<file path="config.mk">
export PLATFORM = sky130hd
export DESIGN_NAME = input_conditioner
export DESIGN_NICKNAME = d
export VERILOG_FILES = /design/src/rtl/input_conditioner.sv
export SDC_FILE = /design/constraint.sdc
export NUM_CORES = 1
export LEC_CHECK = 0
export ABC_AREA = 1
export ABC_CLOCK_PERIOD_IN_PS = 1900
export CORE_MARGIN = 4
export CORE_UTILIZATION = 50
export CTS_CLUSTER_DIAMETER = 30
export DETAILED_ROUTE_END_ITERATION = 6
export GPL_TIMING_DRIVEN = 0
export PLACE_DENSITY = 0.87
export SLEW_MARGIN = 20
export SYNTH_ARGS = -nofsm -noshare
export SYNTH_HDL_FRONTEND = slang
export SYNTH_SLANG_ARGS = --single-unit
</file>
<file path="constraint.sdc">
create_clock -name clk -period 1.9 [get_ports clk]
set_input_delay 0.38 -clock clk [delete_from_list [all_inputs] [get_ports clk]]
set_output_delay 0.38 -clock clk [all_outputs]
set_load 0.02 [all_outputs]
</file>
<file path="src/rtl/input_conditioner.sv">
// Switch/button front end for the CPU core: synchronises the raw inputs, debounces
// the enter button and freezes the switch value before ready_in is raised.
module input_conditioner #(
  parameter int BUS_WIDTH       = 8,
  parameter int DEBOUNCE_CYCLES = 16,
  parameter int SYNC_STAGES     = 2
) (
  input  logic                 clk,
  input  logic                 reset,
  input  logic [BUS_WIDTH-1:0] sw_raw,
  input  logic                 btn_raw,
  output logic [BUS_WIDTH-1:0] in_port,
  output logic                 ready_in,
  output logic                 busy
);

  localparam int CW = $clog2(DEBOUNCE_CYCLES) + 1;
  localparam logic [CW-1:0] CNT_LAST  = CW'(DEBOUNCE_CYCLES - 1);
  localparam logic [CW-1:0] LEAD_LAST = CW'(1);

  typedef enum logic [2:0] {
    IDLE         = 3'd0,
    PRESS_WAIT   = 3'd1,
    LEAD         = 3'd2,
    HELD         = 3'd3,
    RELEASE_WAIT = 3'd4
  } state_t;

  state_t state, state_nxt;
  logic [CW-1:0] cnt, cnt_nxt;
  logic          latch;

  logic [SYNC_STAGES-1:0][BUS_WIDTH-1:0] sw_pipe;
  logic [SYNC_STAGES-1:0]                btn_pipe;
  logic [BUS_WIDTH-1:0]                  sw_sync;
  logic                                  btn_sync;

  assign sw_sync  = sw_pipe[SYNC_STAGES-1];
  assign btn_sync = btn_pipe[SYNC_STAGES-1];

  always_ff @(posedge clk) begin
    if (reset) begin
      sw_pipe  <= '0;
      btn_pipe <= '0;
    end else begin
      sw_pipe  <= {sw_pipe[SYNC_STAGES-2:0], sw_raw};
      btn_pipe <= {btn_pipe[SYNC_STAGES-2:0], btn_raw};
    end
  end

  // cnt is shared: debounce run length in the WAIT states, cycle count in LEAD.
  always_comb begin
    state_nxt = state;
    cnt_nxt   = cnt;
    latch     = 1'b0;
    case (state)
      IDLE: begin
        if (btn_sync) begin
          state_nxt = PRESS_WAIT;
          cnt_nxt   = CW'(1);
        end
      end
      PRESS_WAIT: begin
        if (!btn_sync) begin
          state_nxt = IDLE;
          cnt_nxt   = '0;
        end else if (cnt == CNT_LAST) begin
          state_nxt = LEAD;
          cnt_nxt   = '0;
          latch     = 1'b1;
        end else begin
          cnt_nxt = cnt + CW'(1);
        end
      end
      LEAD: begin
        if (cnt == LEAD_LAST) begin
          state_nxt = HELD;
          cnt_nxt   = '0;
        end else begin
          cnt_nxt = cnt + CW'(1);
        end
      end
      HELD: begin
        if (!btn_sync) begin
          state_nxt = RELEASE_WAIT;
          cnt_nxt   = CW'(1);
        end
      end
      RELEASE_WAIT: begin
        if (btn_sync) begin
          state_nxt = HELD;
          cnt_nxt   = '0;
        end else if (cnt == CNT_LAST) begin
          state_nxt = IDLE;
          cnt_nxt   = '0;
        end else begin
          cnt_nxt = cnt + CW'(1);
        end
      end
      default: begin
        state_nxt = IDLE;
        cnt_nxt   = '0;
      end
    endcase
  end

  // Outputs are registered from the next state so they line up with the state register.
  always_ff @(posedge clk) begin
    if (reset) begin
      state    <= IDLE;
      cnt      <= '0;
      in_port  <= '0;
      ready_in <= 1'b0;
      busy     <= 1'b0;
    end else begin
      state    <= state_nxt;
      cnt      <= cnt_nxt;
      ready_in <= (state_nxt == HELD) || (state_nxt == RELEASE_WAIT);
      busy     <= (state_nxt != IDLE);
      if (latch) in_port <= sw_sync;
    end
  end

endmodule

</file>
Yosys cells after proc, flatten, opt, wreduce, memory -nomap -nowiden
Index checks and enable logic that the tools add are counted.
{"block": "op_classes", "n_addsub": 1, "n_eq_ne": 10, "n_mux": 18, "reduce_logical": 4}
{"cell": "$mux 5", "n": 6}
{"cell": "$pmux 5 s5", "n": 1}
{"cell": "$mux 3", "n": 7}
{"cell": "$pmux 3 s5", "n": 1}
{"cell": "$eq 3x2->1 const B", "n": 3}
{"cell": "$eq 3x3->1 const B", "n": 2}
{"cell": "$add 5x1->5 const B", "n": 1}
{"cell": "$eq 5x1->1 const B", "n": 1}
{"cell": "$eq 5x4->1 const B", "n": 1}
{"cell": "$ne 2x2->1 const B", "n": 2}
{"cell": "$eq 3x1->1 const B", "n": 1}
{"cell": "$logic_not 3->1", "n": 1}
{"cell": "$mux 1", "n": 3}
{"cell": "$reduce_bool 3->1", "n": 1}
{"cell": "$reduce_and 2->1", "n": 1}
{"cell": "$logic_or 1x1->1", "n": 1}
{"block": "word_totals", "regBits": 36, "in_bits": 11, "out_inout_bits": 10, "wordCells": 41}

Logic depth before layout (Yosys ltp)
Gate-level depths: netlist (run 1).
{"block": "depth", "word_depth": 6, "mapped_depth": 11}

Worst setup path after synthesis (run 1)
Ideal clock, no wire load.
{"block": "synth_timing", "kind": "register -> register", "from": "reg cnt[0]", "to": "reg busy", "setup_ps": 114, "arrival_time_ps": 1427, "t_required_ps": 1786, "setup_slack_ps": 360, "stages_incl_launch_ff": 12, "period_less_slack_ps": 1540, "path_cell_list": "dfxtp_1 -> ha_1 -> nand2_1 -> nor2_1 -> ha_1 -> inv_1 -> nand3_1 -> nand2_1 -> nor2_1 -> nand3_1 -> nand2_1 -> nand2_1"}
{"block": "synth_via", "elab_chain_len": 5, "elab_cells_between_ends": 9}
{"item": "start: declaration", "line": "30", "rtl": "logic [CW-1:0] cnt, cnt_nxt;"}
{"item": "start signal: assignment", "line": "117", "rtl": "cnt <= cnt_nxt;"}
{"item": "$eq 5x4->1", "line": "67, 93"}
{"item": "$mux 3 (on tied branches)", "line": "93, 67"}
{"item": "$mux 3 (on tied branches)", "line": "90, 64"}
{"item": "$pmux 3 s5 *", "line": "56", "rtl": "case (state)"}
{"item": "$reduce_bool 3->1 *", "line": "119", "rtl": "busy <= (state_nxt != IDLE);"}
{"item": "end signal: assignment", "line": "119"}
{"item": "end: declaration", "line": "14", "rtl": "output logic busy"}
Mark *: on every way between the ends. The rest lies on a longest branch, timed or not.
A chain may end at the register's enable or synchronous reset.

Worst setup path in the final report (run 1)
Ends and elaborated chain as after synthesis.

==> results.env, run 1 <==
FIRST_PASS_ITERS=4
CTS-ROOT-BUF='sky130_fd_sc_hd__clkbuf_4'
RUN_STATUS='finished clean'
POST_LAYOUT_NONFILLER_INSTANCES=248
CTS.SINK_COUNT=36
DIE_HEIGHT_UM=60.9
USE_MET2=0.261
WORST-R2R-SETUP-SLACK_NS=0.14
STDCELL_AREA_MM2=0.00172
ANTENNA_CELLS_INSERTED=0
DP.FINAL_HPWL_UM=1820
HOLD_CLASS='flop to flop'
MIN_PERIOD_NS=1.76
POST-ROUTE-DRC-COUNT=0
WORSTMARGINPINSLEW_NS=0.421
SYNTHESIZED_INSTANCE_COUNT=190
CLOCKBUFFERDEPTH=2
DIE-AREA_MM2=0.00371
PLACEDCELLCOUNT=240
FILLERS=234
MET3_CAPACITY_USAGE_DURING_GLOBAL_ROUTING=0.0404
COMB_POWER_SHARE=0.053
FINALCLOCKSKEW_NS=0.00564
FINAL_CORE_UTIL=0.669
WORST-ENDPOINT-ARRIVAL_NS=1.98
GRT_UTIL_MET1=0.181
PIN_COUNT=21
WHS_ENDPOINT='sw_sync[6]$_SDFF_PP0_'
PORT_BUFFERS=20
FINALSETUPVIOLATIONS=0
GRT_ANTENNA_BEFORE_REPAIR=0
WORSTPATHREQUIRED_NS=2.12
END_KIND='flop'
CLOCKPOWERSHARE=0.373
REGAREA_UM2=721
WHS_PATH_DEPTH=2
POST-CTS-SETUP-BUFFER-COUNT=0
CTS_INSERTED_BUFFERS=5
SHARE_OF_POST_ROUTE_CELLS_WITH_DRIVE_STRENGTH_ABOVE_1=0.0734
ROUTED-VIA-COUNT=1162
POWER_mW=1.37
ROWS=18
DP_WORST_SETUP_SLACK_NS=0.144
START_KIND='flop'
DPL_CELL_AREA_MM2=0.00164
GRT_SETUP_UNREPAIRED='false'
AREA_OF_THE_MULTI_INPUT_GATES_UM2=532
GRT.TOTAL_USAGE=0.155
TIMING.HOLD.WS_NS=0.404
TIMING.FMAX_MHz=570
YS_TYPES=15
ROUTEDWLPERCELL_UM=9.86
POWER_DENSITY_RELATIVE_TO_CELL_AREA_mW_PER_MM2=796
CP_SLOWEST_STAGE_DELAY_NS=0.37
GRT_MAX_DEGREE=12
HOLDCRITSTARTPOINT='sw_pipe[6]$_SDFF_PP0_'
TIMING_MAX_TRANSITION_VIOLATIONS_FINAL=0
NUMBER_OF_VIAS_PER_CELL_AFTER_DETAILED_ROUTING=4.69
HTREEDEPTH=2
POSTROUTEANTENNANETS=0
WORST_R2R_STARTPOINT='cnt[0]$_SDFFE_PP0P_'
LAYOUT_WORST_PATH_CYCLE_SHARE=0.924
SYNTHTOLAYOUTAREAGROWTH_PCT=22.6
DESIGN.CORE.AREA_MM2=0.00257
FINISH.NET_COUNT=232
SYN_AREA_MM2=0.00140
YOSYSSEQAREASHARE=0.515
GLOBALROUTE.BUSIESTLAYER='met2'
POWER.NET_SWITCHING_uW=279
DETAIL_ROUTE.ITER0.VIOLATIONS=42
TIMING_HOLD_VIOLATIONS_FINAL=0
SYNTH_SEQ_CELLS=36
TIMING.FINAL.WS_SETUP_NS=0.145
SWSHARE=0.204
DRT_WL_TOTAL_UM=2450
CAP_VIOL_MAX_COUNT=0
FF2FF_PATH_DEPTH=11
WORST_VDD_DROP_uV=503
PATH_CLASS='flop to flop'
YS_WARNS=0
SEQUENTIALPOWERSHARE=0.574
GRT_PASS1_WL_UM=4240
INTERNAL_POWER_CONTRIBUTION_mW=1.09
SYN-MEAN-INSTANCE-AREA_UM2=7.37
TNS_NS=0
PLACE.GP.CONGESTION=0.862
WORSTPATHMAXFANOUT=3
RR_ENDPOINT='busy$_SDFF_PP0_'
TIMING.SLEW.HEADROOM=0.719
CTS_TREE='yes'
INITIAL_STANDARD_CELL_UTILIZATION_OF_THE_CORE=0.545
CELL_BREAKDOWN_OF_THE_CRITICAL_PATH='ha_1, nand2_1, nor2_1, ha_2, inv_1, nand3_1, nand2_1, nor2_1, nand3_1, nand2_1, nand2_1'
CLKLATENCYLATEPIN_NS=0.32
LEAKAGEPOWER_nW=0.789
GRT_REMAINING_OVERFLOW=0
SYNTH_NET_COUNT=205
DIEWIDTH_UM=60.9
CLK_PIN_SLEW_WORST_PATHS_NS=0.10
NUMBER_OF_GLOBAL_ROUTE_VIAS_BEFORE_REPAIR=1071
CRITICAL-PATH-SLOWEST-CELL='sky130_fd_sc_hd__dfxtp_1'
CRIT_PATH_TOP_CELL_BY_COUNT='sky130_fd_sc_hd__nand2_1'
[layer usage]
metal  vias to the layer above  share of wire
li1                        626              -
met1                       492           0.45
met2                        42           0.47
met3                         2          0.062
met4                         0          0.011
met5                         -              0
[cell usage in the layout (no fill, tap or decap)]
cell and count:
sky130_fd_sc_hd__inv_2 3, sky130_fd_sc_hd__bufinv_16 1, sky130_fd_sc_hd__nand4_1 2, sky130_fd_sc_hd__dfxtp_1 36, sky130_fd_sc_hd__inv_1 34, sky130_fd_sc_hd__nor2_1 31
sky130_fd_sc_hd__nand3_1 9, sky130_fd_sc_hd__a21oi_1 16, sky130_fd_sc_hd__clkdlybuf4s50_1 20, sky130_fd_sc_hd__ha_2 1, sky130_fd_sc_hd__o21ai_0 4, sky130_fd_sc_hd__nand2_2 2
sky130_fd_sc_hd__nand3_4 1, sky130_fd_sc_hd__nor2_2 2, sky130_fd_sc_hd__nand2_1 42, sky130_fd_sc_hd__clkbuf_4 5, sky130_fd_sc_hd__nor3_1 1, sky130_fd_sc_hd__clkinv_2 1
sky130_fd_sc_hd__clkbuf_1 4, sky130_fd_sc_hd__ha_1 3
[registers in the layout (all words and copies together) (netlist names)]
register and cells:
cnt 5, sw_sync 8, btn_pipe 2, ready_in 1
in_port 8, sw_pipe 8, state 3, busy 1
[cells in the mapped netlist]
| library cell | n | area, µm² |
|---|---|---|
| sky130_fd_sc_hd__nor3_1 | 1 | 5.00 |
| sky130_fd_sc_hd__clkbuf_1 | 3 | 11.3 |
| sky130_fd_sc_hd__nand2_1 | 42 | 158 |
| sky130_fd_sc_hd__nor2_1 | 31 | 116 |
| sky130_fd_sc_hd__o21ai_0 | 4 | 20.0 |
| sky130_fd_sc_hd__nor2_2 | 2 | 12.5 |
| sky130_fd_sc_hd__nand3_4 | 1 | 17.5 |
| sky130_fd_sc_hd__nand2_2 | 2 | 12.5 |
| sky130_fd_sc_hd__ha_1 | 4 | 50.1 |
| sky130_fd_sc_hd__nand4_1 | 2 | 12.5 |
| sky130_fd_sc_hd__a21oi_1 | 16 | 80.1 |
| sky130_fd_sc_hd__nand3_1 | 9 | 45.0 |
| sky130_fd_sc_hd__inv_2 | 3 | 11.3 |
| sky130_fd_sc_hd__inv_1 | 34 | 128 |
| sky130_fd_sc_hd__dfxtp_1 | 36 | 721 |
[cells by family (layout without fill, tap and decap cells)]
group,count (synthesis),after routing,synth area share
AO/OA/AOI/OAI,20,20,0.0715
buffers and inverters,40,68,0.107
AND/OR/NAND/NOR,90,90,0.271
flip-flops,36,36,0.515
adder cells (fa/ha/maj),4,4,0.0357
[how the worst max path moves through the flow]
stage / end / slack [ns] / from / depth (start not counted)
finish: busy$_SDFF_PP0_ / 0.14 / cnt[0]$_SDFFE_PP0P_ / 11
global route: busy$_SDFF_PP0_ / 0.02 / cnt[0]$_SDFFE_PP0P_ / 11
CTS: busy$_SDFF_PP0_ / 0.13 / cnt[0]$_SDFFE_PP0P_ / 11
detailed placement: busy$_SDFF_PP0_ / 0.14 / cnt[0]$_SDFFE_PP0P_ / 11
global placement: busy$_SDFF_PP0_ / 0.17 / cnt[0]$_SDFFE_PP0P_ / 11
floorplan: busy$_SDFF_PP0_ / 0.36 / cnt[0]$_SDFFE_PP0P_ / 11
[cell type report]
cell class,count,share of cell area
Timing Repair Buffer,20,0.117
Buffer,3,0.00656
Inverter,37,0.0809
Tap cell,30,0.0219
Clock inverter,2,0.0204
Sequential cell,36,0.420
Multi-Input combinational cell,114,0.310
Clock buffer,6,0.0241
[power by group through the flow]
stage          Clock (mW)  Sequential (mW)  Combinational [mW]
2_1_floorplan           0            0.801              0.0391
3_3_place_gp            0            0.800              0.0712
3_5_place_dp            0            0.801              0.0731
4_1_cts             0.523            0.784              0.0734
5_1_grt             0.553            0.786              0.0828
6_report            0.509            0.784              0.0728
[worst max-delay path, delay by kind of cell, from the launching register on]
kind                     cells  cell delay (ns)
AND/OR/NAND/NOR              8             0.77
adder cells (fa/ha/maj)      2             0.45
flip-flops                   1             0.37
buffers and inverters        1             0.06
[repair_timing]
action	in CTS	in global routing
resized for setup	0	1
endpoints found under the setup margin	0	1
hold buffers	0	0
No activity file was read; power rests on OpenSTA's default activity.
==> run 2, diff against run 1 <==
--- a/config.mk
+++ b/config.mk
@@ -10,6 +10,7 @@
 export CORE_MARGIN = 4
 export CORE_UTILIZATION = 50
 export CTS_CLUSTER_DIAMETER = 30
+export CTS_CLUSTER_SIZE = 24
 export DETAILED_ROUTE_END_ITERATION = 6
 export GPL_TIMING_DRIVEN = 0
 export PLACE_DENSITY = 0.87
==> results of run 2 <==
No change in the layout: final DEF, timing and power equal those of run 1.
